==> src/rtl/cs_seq_ctrl.sv <==
// Sequencing controller for the CS 9-sample window engine: handshake, warm-up fill,
// serial tap scan, result emission and flush. Optional result counter: CS_CTRL_EMIT_CNT_EN.
module cs_seq_ctrl #(
  parameter int WIN  = 9,
  parameter int TAPW = 4
) (
  input  logic            clk,
  input  logic            reset,
  input  logic            clr,
  input  logic            in_valid,
  output logic            in_ready,
  output logic            win_shift,
  output logic [TAPW-1:0] tap_sel,
  output logic            scan_first,
  output logic            scan_last,
  output logic            out_valid,
  input  logic            out_ready,
  output logic [TAPW-1:0] fill_cnt,
  output logic            busy,
  output logic [15:0]     emit_cnt
);

  localparam logic [TAPW-1:0] WIN_M1 = TAPW'(WIN - 1);
  localparam logic [TAPW-1:0] ONE    = TAPW'(1);

  typedef enum logic [1:0] {S_FILL, S_WAIT, S_SCAN, S_EMIT} state_t;

  state_t          state_q, state_d;
  logic [TAPW-1:0] fill_cnt_q, fill_cnt_d;
  logic [TAPW-1:0] tap_sel_q, tap_sel_d;
  logic            out_valid_q, out_valid_d;

  always_comb begin
    state_d     = state_q;
    fill_cnt_d  = fill_cnt_q;
    tap_sel_d   = tap_sel_q;
    out_valid_d = out_valid_q;
    // Sample acceptance is blocked while flushing so no sample slips into an emptied window.
    in_ready    = ~clr & ((state_q == S_FILL) | (state_q == S_WAIT));
    win_shift   = in_valid & in_ready;

    if (clr) begin
      state_d     = S_FILL;
      fill_cnt_d  = '0;
      tap_sel_d   = '0;
      out_valid_d = 1'b0;
    end else begin
      case (state_q)
        S_FILL: begin
          if (win_shift) begin
            fill_cnt_d = fill_cnt_q + ONE;
            if (fill_cnt_q == WIN_M1) state_d = S_SCAN;
          end
        end
        S_WAIT: begin
          if (win_shift) state_d = S_SCAN;
        end
        S_SCAN: begin
          if (tap_sel_q == WIN_M1) begin
            state_d     = S_EMIT;
            tap_sel_d   = '0;
            out_valid_d = 1'b1;
          end else begin
            tap_sel_d = tap_sel_q + ONE;
          end
        end
        S_EMIT: begin
          if (out_ready) begin
            state_d     = S_WAIT;
            out_valid_d = 1'b0;
          end
        end
        default: begin
          state_d     = S_FILL;
          fill_cnt_d  = '0;
          tap_sel_d   = '0;
          out_valid_d = 1'b0;
        end
      endcase
    end
  end

  always_ff @(posedge clk or negedge reset) begin
    if (!reset) begin
      state_q     <= S_FILL;
      fill_cnt_q  <= '0;
      tap_sel_q   <= '0;
      out_valid_q <= 1'b0;
    end else begin
      state_q     <= state_d;
      fill_cnt_q  <= fill_cnt_d;
      tap_sel_q   <= tap_sel_d;
      out_valid_q <= out_valid_d;
    end
  end

  assign tap_sel    = tap_sel_q;
  assign fill_cnt   = fill_cnt_q;
  assign out_valid  = out_valid_q;
  assign busy       = (state_q == S_SCAN) | (state_q == S_EMIT);
  assign scan_first = (state_q == S_SCAN) & (tap_sel_q == '0);
  assign scan_last  = (state_q == S_SCAN) & (tap_sel_q == WIN_M1);

`ifdef CS_CTRL_EMIT_CNT_EN
  logic [15:0] emit_cnt_q, emit_cnt_d;

  // A flush in the handshake cycle discards the result, so it is not counted.
  always_comb begin
    emit_cnt_d = emit_cnt_q;
    if (out_valid_q & out_ready & ~clr) emit_cnt_d = emit_cnt_q + 16'd1;
  end

  always_ff @(posedge clk or negedge reset) begin
    if (!reset) emit_cnt_q <= '0;
    else        emit_cnt_q <= emit_cnt_d;
  end

  assign emit_cnt = emit_cnt_q;
`else
  assign emit_cnt = 16'h0000;
`endif

endmodule

==> config.mk <==
export PLATFORM = sky130hd
export DESIGN_NAME = cs_seq_ctrl
export DESIGN_NICKNAME = d
export VERILOG_FILES = /design/src/rtl/cs_seq_ctrl.sv
export SDC_FILE = /design/constraint.sdc
export NUM_CORES = 1
export LEC_CHECK = 0
export CORE_ASPECT_RATIO = 0.9
export CORE_UTILIZATION = 30
export DETAILED_ROUTE_END_ITERATION = 6
export PLACE_DENSITY = 0.7
export SKIP_CTS_REPAIR_TIMING = 1
export SLEW_MARGIN = 30
export SYNTH_ARGS = -nofsm -noshare
export SYNTH_HDL_FRONTEND = slang
export SYNTH_SLANG_ARGS = --single-unit
==> constraint.sdc <==
create_clock -name clk -period 4 [get_ports clk]
set_input_delay 0.8 -clock clk [delete_from_list [all_inputs] [get_ports clk]]
set_output_delay 0.8 -clock clk [all_outputs]
set_load 0.005 [all_outputs]
==> flow_summary.rst, run 1 <==
.. list-table::
   :header-rows: 1

   * - Metric
     - Value
   * - Result of the run
     - finished clean
   * - Power per cell area
     - 234.5 nW/um^2
   * - Crit path launch type
     - primary input
   * - Actual transition at the worst max-transition pin
     - 0.5895 ns
   * - Largest net degree at the start of global routing
     - 13
   * - Worst Hold Slack
     - 0.5658 ns
   * - Destination of the critical timing path
     - win_shift
   * - Top Ports
     - 35
   * - Placer congestion estimate
     - 0.7428
   * - GR Overflow Total
     - 0
   * - Final critical-path setup slack
     - 0.9745 ns
   * - Final design area excluding fillers
     - 922.1 um^2
   * - Horiz. Die Dim
     - 55.43 um
   * - Async set-reset flop share out of synthesis
     - 1.000
   * - Starting Density
     - 0.3151
   * - Syn_area_per_cell
     - 8.962 um^2
   * - Data arrival time of the critical path
     - 2.23 ns
   * - Dpl ws
     - 0.9534 ns
   * - Fraction of final layout cells sized beyond drive strength 1
     - 0.05825
   * - Number of setup violations in the final report
     - 0
   * - Compound-gate portion of the synthesized area
     - 0.09416
   * - Setup repair after global routing missed its margin
     - false
   * - Final hold violation count
     - 0
   * - Clock Tree Buf Depth
     - 2
   * - Classification of the worst-slack hold path
     - reg2reg
   * - Peak clock frequency supported by timing
     - 330.5 MHz
   * - Post-Synth Simple-Gate Area
     - 0.2062
   * - Filler cell count in the final layout
     - 259
   * - Commonest non-fill, non-tap cell in the layout
     - sky130_fd_sc_hd__clkdlybuf4s50_1
   * - Beginning of the critical path
     - clr
   * - Area growth, synth to finish
     - 19.64%
   * - Type of the setup path with the least slack
     - in2out
   * - Ratio of final minimum period to clock period
     - 0.7564
   * - Number of global-route vias before repair
     - 454
   * - DP Cell Count
     - 127
   * - RR Endpoint
     - tap_sel[2]
   * - 1st-pass router iterations
     - 4
   * - Overall global routing resource usage
     - 0.09412
   * - Port buffer count
     - 18
   * - Warnings, synthesis
     - 0
   * - Primary flip-flop cell chosen by synthesis mapping
     - sky130_fd_sc_hd__dfrtp_1
   * - Post-detailed-route wirelength per cell
     - 9.489 um
   * - Area leader, netlist
     - sky130_fd_sc_hd__dfrtp_1
   * - Antenna-violating nets left
     - 0
   * - Worst clock skew
     - 0.003570 ns
   * - Power consumption
     - 0.2162 mW
   * - Clock buffer count from CTS
     - 3
   * - Max Used Layer
     - met3
   * - Count of clock tree sinks
     - 11
   * - Leading cell types in the layout, fill and taps excluded
     - sky130_fd_sc_hd__clkdlybuf4s50_1, sky130_fd_sc_hd__conb_1, sky130_fd_sc_hd__dfrtp_1, sky130_fd_sc_hd__nor2_1, sky130_fd_sc_hd__inv_1
   * - Die Y-Extent
     - 50.09 um
   * - Share of synthesized area spent on multiplexers
     - 0.02597
   * - Startpoint of the most critical register-to-register path
     - tap_sel[0]
   * - Total Die Area
     - 2776 um^2
   * - Depth of the worst register-to-register path
     - 5
   * - Wire length of the first global-routing pass
     - 1980 um
   * - Clock slew at the register clock pins of the worst setup and hold paths
     - 0.07 ns
   * - Sequential element share of the synthesized area
     - 0.3571
   * - Data required time of the critical path
     - 3.20 ns
   * - Leak pwr
     - 0.4168 nW
   * - Internal reg-to-reg setup slack
     - 2.46 ns
   * - H-tree level count
     - 1
   * - Synth unique cells
     - 32
   * - Number of standard cells in the final layout excluding fillers
     - 131
   * - Post-synthesis cell count
     - 86
   * - Proportion of netlist area held by the largest area contributor
     - 0.3571
   * - Dominant combinational cell family by area after synthesis
     - buffers and inverters
   * - Vias per Instance
     - 4.435
   * - DPL Wire Length
     - 954.1 um
   * - Aggregate negative setup slack
     - 0 ns
   * - Final wirelength
     - 1243 um
   * - Antenna violations before repair
     - 0
   * - DRT iter0 DRCs
     - 12
   * - CP endpoint kind
     - primary output
   * - Worst max-slew margin expressed relative to the limit
     - 0.6062
   * - Max Cap Viol
     - 0
   * - Xor/xnor cell area share of the yosys netlist
     - 0.02273
   * - Area after detailed placement
     - 895.9 um^2
   * - Layout net count
     - 113
   * - Routed length on met1
     - 570 um
   * - Via count
     - 581
   * - Root buffer cell
     - sky130_fd_sc_hd__clkbuf_4
   * - Flops & latches, synth
     - 11
   * - Synth top area cells
     - sky130_fd_sc_hd__dfrtp_1, sky130_fd_sc_hd__buf_4, sky130_fd_sc_hd__ha_1
   * - TritonCTS clock tree
     - yes
   * - # DRC
     - 0
   * - Fin util
     - 0.3770
   * - Standard cell core area
     - 2446 um^2
   * - Number of flops mapped to enable cells by yosys
     - 0
   * - Max VDD drop
     - 169.7 uV
   * - Antenna Diode Count
     - 0
   * - Total length of routed met2 wires
     - 568 um
   * - # rows
     - 17
   * - Max-slew violation count
     - 0
   * - Cell Area, Synth
     - 770.7 um^2
   * - Largest fanout on the critical path
     - 12
   * - Share of synthesized cell area in full adder, half adder and majority cells
     - 0.06494
   * - Clock insertion delay at the later pin of the skew report
     - 0.26 ns
   * - Routed wire length on met3
     - 104 um
   * - Post-layout minimum cycle time
     - 3.026 ns
[cell usage after synthesis (2+ instances only)]
library cell               instances
sky130_fd_sc_hd__clkbuf_1          2
sky130_fd_sc_hd__mux2i_1           2
sky130_fd_sc_hd__a21oi_1           5
sky130_fd_sc_hd__nor2_1            8
sky130_fd_sc_hd__buf_4            17
sky130_fd_sc_hd__o21ai_0           3
sky130_fd_sc_hd__nand3_1           2
sky130_fd_sc_hd__xnor2_1           2
sky130_fd_sc_hd__ha_1              4
sky130_fd_sc_hd__dfrtp_1          11
sky130_fd_sc_hd__nand2_1           3
sky130_fd_sc_hd__inv_1             7
[report_power, final]
group	internal (mW)	switching (mW)
logic	0.0135	0.0140
registers	0.113	0.00306
clock network	0.0385	0.0337
[worst max-delay path, stage by stage]
cell	delay, ns
sky130_fd_sc_hd__clkdlybuf4s50_1	0.61
sky130_fd_sc_hd__nor2_1	0.19
sky130_fd_sc_hd__and2_1	0.14
sky130_fd_sc_hd__clkdlybuf4s50_1	0.49
[how the worst min path moves through the flow]
stage / from / to / slack [ns] / cells past startpoint
floorplan: reset / fill_cnt[0] / 0.50 / 0
global placement: out_valid / out_valid / 0.54 / 2
detailed placement: out_valid / out_valid / 0.55 / 2
CTS: out_valid / out_valid / 0.56 / 2
global route: out_valid / out_valid / 0.59 / 2
finish: out_valid / out_valid / 0.57 / 2
[registers in the layout, summed over array words and instances, names as in the netlist]
register   cells
fill_cnt       4
tap_sel        4
state_q        2
out_valid      1
[area by class of cell]
type	count	area, um^2	area share
clock buffer	4	26.28	0.02849
tap	28	35.03	0.03799
timing repair buffer	18	180.2	0.1954
sequential	11	275.3	0.2985
inverter	7	26.28	0.02849
multi-input combinational	63	379.1	0.4111
[metal layers]
layer	up-vias	GRT usage
met4	0	0.01250
met2	26	0.1446
li1	284	-
met1	271	0.1151
met3	0	0.05774
met5	-	0
[cell families (layout without fill, tap and decap cells)]
family | count (synthesis) | in the layout
XOR/XNOR | 2 | 2
AND/OR/NAND/NOR | 27 | 27
flip-flops | 11 | 11
AO/OA/AOI/OAI | 12 | 12
buffers and inverters | 27 | 29
other | 1 | 16
multiplexers | 2 | 2
adder cells (fa/ha/maj) | 4 | 4
No activity file was read; power rests on OpenSTA's default activity.
==> inputs of run 2 (changes only) <==
PLACE_DENSITY = 0.72   (was 0.7)
clock period = 2.59 ns   (was 4 ns; I/O delays follow)
==> flow_summary.rst, run 2 (synthesis gave the netlist of run 1 again) <==
.. list-table::
   :header-rows: 1

   * - Metric
     - Value
   * - Clock slew at the register clock pins of the worst setup and hold paths
     - 0.08 ns
   * - Layout net count
     - 114
   * - Data required time of the critical path
     - 2.07 ns
   * - Starting Density
     - 0.3151
   * - TritonCTS clock tree
     - yes
   * - Ratio of final minimum period to clock period
     - 0.9216
   * - Power per cell area
     - 370.6 nW/um^2
   * - # DRC
     - 0
   * - Root buffer cell
     - sky130_fd_sc_hd__clkbuf_4
   * - Clock Tree Buf Depth
     - 2
   * - Clock insertion delay at the later pin of the skew report
     - 0.28 ns
   * - Largest fanout on the critical path
     - 9
   * - # rows
     - 17
   * - Number of setup violations in the final report
     - 0
   * - Peak clock frequency supported by timing
     - 418.9 MHz
   * - Type of the setup path with the least slack
     - reg2out
   * - Worst clock skew
     - 0.01022 ns
   * - Largest net degree at the start of global routing
     - 12
   * - Number of global-route vias before repair
     - 515
   * - Clock buffer count from CTS
     - 3
   * - Max-slew violation count
     - 0
   * - Result of the run
     - finished clean
   * - Placer congestion estimate
     - 0.7074
   * - H-tree level count
     - 1
   * - DPL Wire Length
     - 1022 um
   * - Worst max-slew margin expressed relative to the limit
     - 0.6365
   * - Beginning of the critical path
     - state_q[0]
   * - Final wirelength
     - 1324 um
   * - Fraction of final layout cells sized beyond drive strength 1
     - 0.07692
   * - Leading cell types in the layout, fill and taps excluded
     - sky130_fd_sc_hd__clkdlybuf4s50_1, sky130_fd_sc_hd__conb_1, sky130_fd_sc_hd__dfrtp_1, sky130_fd_sc_hd__nor2_1, sky130_fd_sc_hd__inv_1
   * - Post-layout minimum cycle time
     - 2.387 ns
   * - Crit path launch type
     - register
   * - DRT iter0 DRCs
     - 4
   * - GR Overflow Total
     - 0
   * - Standard cell core area
     - 2446 um^2
   * - Port buffer count
     - 18
   * - Max VDD drop
     - 184.1 uV
   * - Area growth, synth to finish
     - 20.78%
   * - Antenna-violating nets left
     - 0
   * - Hold path start
     - out_valid
   * - Setup repair after global routing missed its margin
     - false
   * - Power consumption
     - 0.3450 mW
   * - Final hold violation count
     - 0
   * - Post-detailed-route wirelength per cell
     - 10.03 um
   * - Overall global routing resource usage
     - 0.1054
   * - Max Cap Viol
     - 0
   * - Top Ports
     - 35
   * - Antenna Diode Count
     - 0
   * - Classification of the worst-slack hold path
     - reg2reg
   * - Vias per Instance
     - 4.386
   * - Die Y-Extent
     - 50.09 um
   * - Leak pwr
     - 0.4243 nW
   * - Actual transition at the worst max-transition pin
     - 0.5440 ns
   * - 1st-pass router iterations
     - 4
   * - Antenna violations before repair
     - 0
   * - Via count
     - 579
   * - CP endpoint kind
     - primary output
   * - Total Die Area
     - 2776 um^2
   * - Wire length of the first global-routing pass
     - 2290 um
   * - Data arrival time of the critical path
     - 1.87 ns
   * - Startpoint of the most critical register-to-register path
     - tap_sel[0]
   * - Horiz. Die Dim
     - 55.43 um
   * - Aggregate negative setup slack
     - 0 ns
   * - Commonest non-fill, non-tap cell in the layout
     - sky130_fd_sc_hd__clkdlybuf4s50_1
   * - Count of clock tree sinks
     - 11
-- run 2: cell count changes in the layout (fill, tap and decap cells not counted) --
cell,delta
sky130_fd_sc_hd__buf_4,+1
sky130_fd_sc_hd__clkbuf_1,-1
sky130_fd_sc_hd__clkinv_2,+1
-- run 2: routing by layer --
layer / GRT usage / share of wire
met2: 0.1787 / 0.50
met1: 0.1250 / 0.45
met5: 0 / 0
met3: 0.02625 / 0.039
met4: 0.05000 / 0.014
-- run 2: worst paths after layout --
kind,to,slack (ns),depth (start not counted)
min in group asynchronous,out_valid,0.58,1
max in group asynchronous,fill_cnt[2],1.65,1
min reg2reg,out_valid,0.57,2
max reg2reg,tap_sel[2],1.05,5
max,scan_first,0.20,3
min,out_valid,0.57,2
-- run 2: area by class of cell --
cell class | instances | area, um^2
fillers | 248 | 1515
well taps | 28 | 35.03
flip-flops and latches | 11 | 275.3
clock buffers | 3 | 22.52
inverters | 7 | 26.28
multi-input cells | 63 | 379.1
clock inverters | 1 | 5.005
repair buffers | 19 | 187.7
-- run 2: per-stage QoR --
step / util / instance area, um^2 / setup WS, ns / hold WS [ns] / std cells
global placement: 0.3693 / 903.4 / 0.4101 / 0.5451 / 128
detailed placement: 0.3693 / 903.4 / 0.3824 / 0.5638 / 128
finish: 0.3806 / 930.9 / 0.2030 / 0.5704 / 132
floorplan: - / 827.0 / 1.052 / 0.2224 / 101
global route: 0.3806 / 930.9 / 0.04400 / 0.5941 / 132
CTS: 0.3806 / 930.9 / 0.1698 / 0.5774 / 132
-- run 2: critical path, stage by stage (launching register included) --
cell	delay, ns
sky130_fd_sc_hd__dfrtp_1	0.44
sky130_fd_sc_hd__nand2b_1	0.29
sky130_fd_sc_hd__nor4b_1	0.33
sky130_fd_sc_hd__clkdlybuf4s50_1	0.55
-- run 2: report_power, final --
part,switching [mW],leakage [nW],internal (mW)
clock,0.0636,0.0177,0.0572
combinational,0.0221,0.254,0.0222
sequential,0.00491,0.152,0.175
==> inputs of run 3 (changes only) <==
CORE_UTILIZATION = 36   (was 30)
PLACE_DENSITY = 0.83   (was 0.72)
==> flow_summary.rst, run 3 (synthesis gave the netlist of run 1 again) <==
.. list-table::
   :header-rows: 1

   * - Metric
     - Value
   * - Result of the run
     - finished clean
   * - Fraction of final layout cells sized beyond drive strength 1
     - 0.07692
   * - Startpoint of the most critical register-to-register path
     - tap_sel[0]
   * - Max VDD drop
     - 215.0 uV
   * - Leak pwr
     - 0.4250 nW
   * - Largest fanout on the critical path
     - 9
   * - Via count
     - 587
   * - Beginning of the critical path
     - state_q[0]
   * - Fin util
     - 0.4730
   * - Final wirelength
     - 1469 um
   * - Ratio of final minimum period to clock period
     - 0.9125
   * - Depth of the worst register-to-register path
     - 5
   * - Clock slew at the register clock pins of the worst setup and hold paths
     - 0.07 ns
   * - Die Y-Extent
     - 45.90 um
   * - Starting Density
     - 0.3911
   * - Total Die Area
     - 2330 um^2
   * - Internal reg-to-reg setup slack
     - 1.02 ns
   * - Hold path depth
     - 2
   * - Number of global-route vias before repair
     - 564
   * - Data required time of the critical path
     - 2.07 ns
   * - Worst clock skew
     - 0.001415 ns
   * - DPL Wire Length
     - 1122 um
   * - Worst max-slew margin expressed relative to the limit
     - 0.5662
   * - Crit path launch type
     - register
   * - DRT iter0 DRCs
     - 5
   * - Classification of the worst-slack hold path
     - reg2reg
   * - Top Ports
     - 35
   * - Vias per Instance
     - 4.550
   * - Power consumption
     - 0.3409 mW
   * - Clock buffer count from CTS
     - 3
   * - Actual transition at the worst max-transition pin
     - 0.6493 ns
   * - Clock insertion delay at the later pin of the skew report
     - 0.26 ns
   * - Aggregate negative setup slack
     - 0 ns
   * - RR Endpoint
     - tap_sel[2]
   * - GR Overflow Total
     - 0
   * - Leading cell types in the layout, fill and taps excluded
     - sky130_fd_sc_hd__clkdlybuf4s50_1, sky130_fd_sc_hd__conb_1, sky130_fd_sc_hd__dfrtp_1, sky130_fd_sc_hd__nor2_1, sky130_fd_sc_hd__inv_1
   * - Clock Tree Buf Depth
     - 2
   * - Horiz. Die Dim
     - 50.78 um
   * - Area after detailed placement
     - 899.6 um^2
   * - # rows
     - 15
   * - Data arrival time of the critical path
     - 1.85 ns
   * - Max-slew violation count
     - 0
   * - Commonest non-fill, non-tap cell in the layout
     - sky130_fd_sc_hd__clkdlybuf4s50_1
   * - Overall global routing resource usage
     - 0.1518
   * - Destination of the critical timing path
     - scan_first
   * - Wire length of the first global-routing pass
     - 2532 um
   * - Largest net degree at the start of global routing
     - 12
   * - Placer congestion estimate
     - 0.6952
   * - # DRC
     - 0
   * - Power per cell area
     - 365.7 nW/um^2
   * - Area growth, synth to finish
     - 20.94%
   * - Count of clock tree sinks
     - 11
   * - Layout net count
     - 114
   * - Max Cap Viol
     - 0
   * - Post-detailed-route wirelength per cell
     - 11.39 um
   * - Setup repair after global routing missed its margin
     - false
   * - Standard cell core area
     - 1971 um^2
   * - Final hold violation count
     - 0
   * - Root buffer cell
     - sky130_fd_sc_hd__clkbuf_4
   * - TritonCTS clock tree
     - yes
   * - Antenna Diode Count
     - 0
   * - Post-layout minimum cycle time
     - 2.363 ns
   * - DP Cell Count
     - 125
   * - Port buffer count
     - 18
   * - H-tree level count
     - 1
   * - CP endpoint kind
     - primary output
   * - Type of the setup path with the least slack
     - reg2out
   * - 1st-pass router iterations
     - 2
   * - Number of standard cells in the final layout excluding fillers
     - 129
   * - Final design area excluding fillers
     - 932.1 um^2
   * - Number of setup violations in the final report
     - 0
   * - Antenna-violating nets left
     - 0
   * - Peak clock frequency supported by timing
     - 423.1 MHz
   * - Antenna violations before repair
     - 0
## run 3: cell count changes in the layout (fill, tap and decap cells not counted)
cell,before,now
sky130_fd_sc_hd__clkbuf_1,0,1
sky130_fd_sc_hd__clkinv_2,1,0
sky130_fd_sc_hd__nor4b_1,1,0
sky130_fd_sc_hd__nor4b_2,0,1
## run 3: area by class of cell
class,count,area [um^2]
inverters,7,26.28
clock buffers,4,26.28
fillers,209,1039
multi-input cells,63,385.4
flip-flops and latches,11,275.3
repair buffers,19,187.7
well taps,25,31.28
## run 3: how the worst min path moves through the flow
| stage | startpoint | endpoint | slack (ns) |
|---|---|---|---|
| 6_report | out_valid | out_valid | 0.57 |
| 3_5_place_dp | out_valid | out_valid | 0.56 |
| 2_1_floorplan | reset | fill_cnt[0] | 0.22 |
| 4_1_cts | out_valid | out_valid | 0.57 |
| 3_3_place_gp | out_valid | out_valid | 0.55 |
| 5_1_grt | reset | fill_cnt[0] | 0.63 |
## run 3: metal layers
layer,GRT usage,part of all wire,vias to the layer above
li1,-,-,287
met1,0.1704,0.44,277
met2,0.2720,0.50,21
met3,0.03333,0.048,2
met4,0.08333,0.013,0
met5,0,0,-
## run 3: metrics by stage
| step | hold WS (ns) | setup WS, ns |
|---|---|---|
| 2_1_floorplan | 0.2224 | 1.052 |
| 3_3_place_gp | 0.5489 | 0.4193 |
| 3_5_place_dp | 0.5585 | 0.3940 |
| 4_1_cts | 0.5706 | 0.1725 |
| 5_1_grt | 0.6350 | 0.1115 |
| 6_report | 0.5730 | 0.2265 |
## run 3: report_power, final
group | switching (mW) | internal [mW] | leakage (nW)
clock network | 0.0573 | 0.0595 | 0.0150
registers | 0.00505 | 0.175 | 0.152
logic | 0.0220 | 0.0219 | 0.258
## run 3: worst max-delay path, cell delays in order (launching register included)
cell                              delay [ns]
sky130_fd_sc_hd__dfrtp_1                0.44
sky130_fd_sc_hd__nand2b_1               0.31
sky130_fd_sc_hd__nor4b_2                0.29
sky130_fd_sc_hd__clkdlybuf4s50_1        0.53
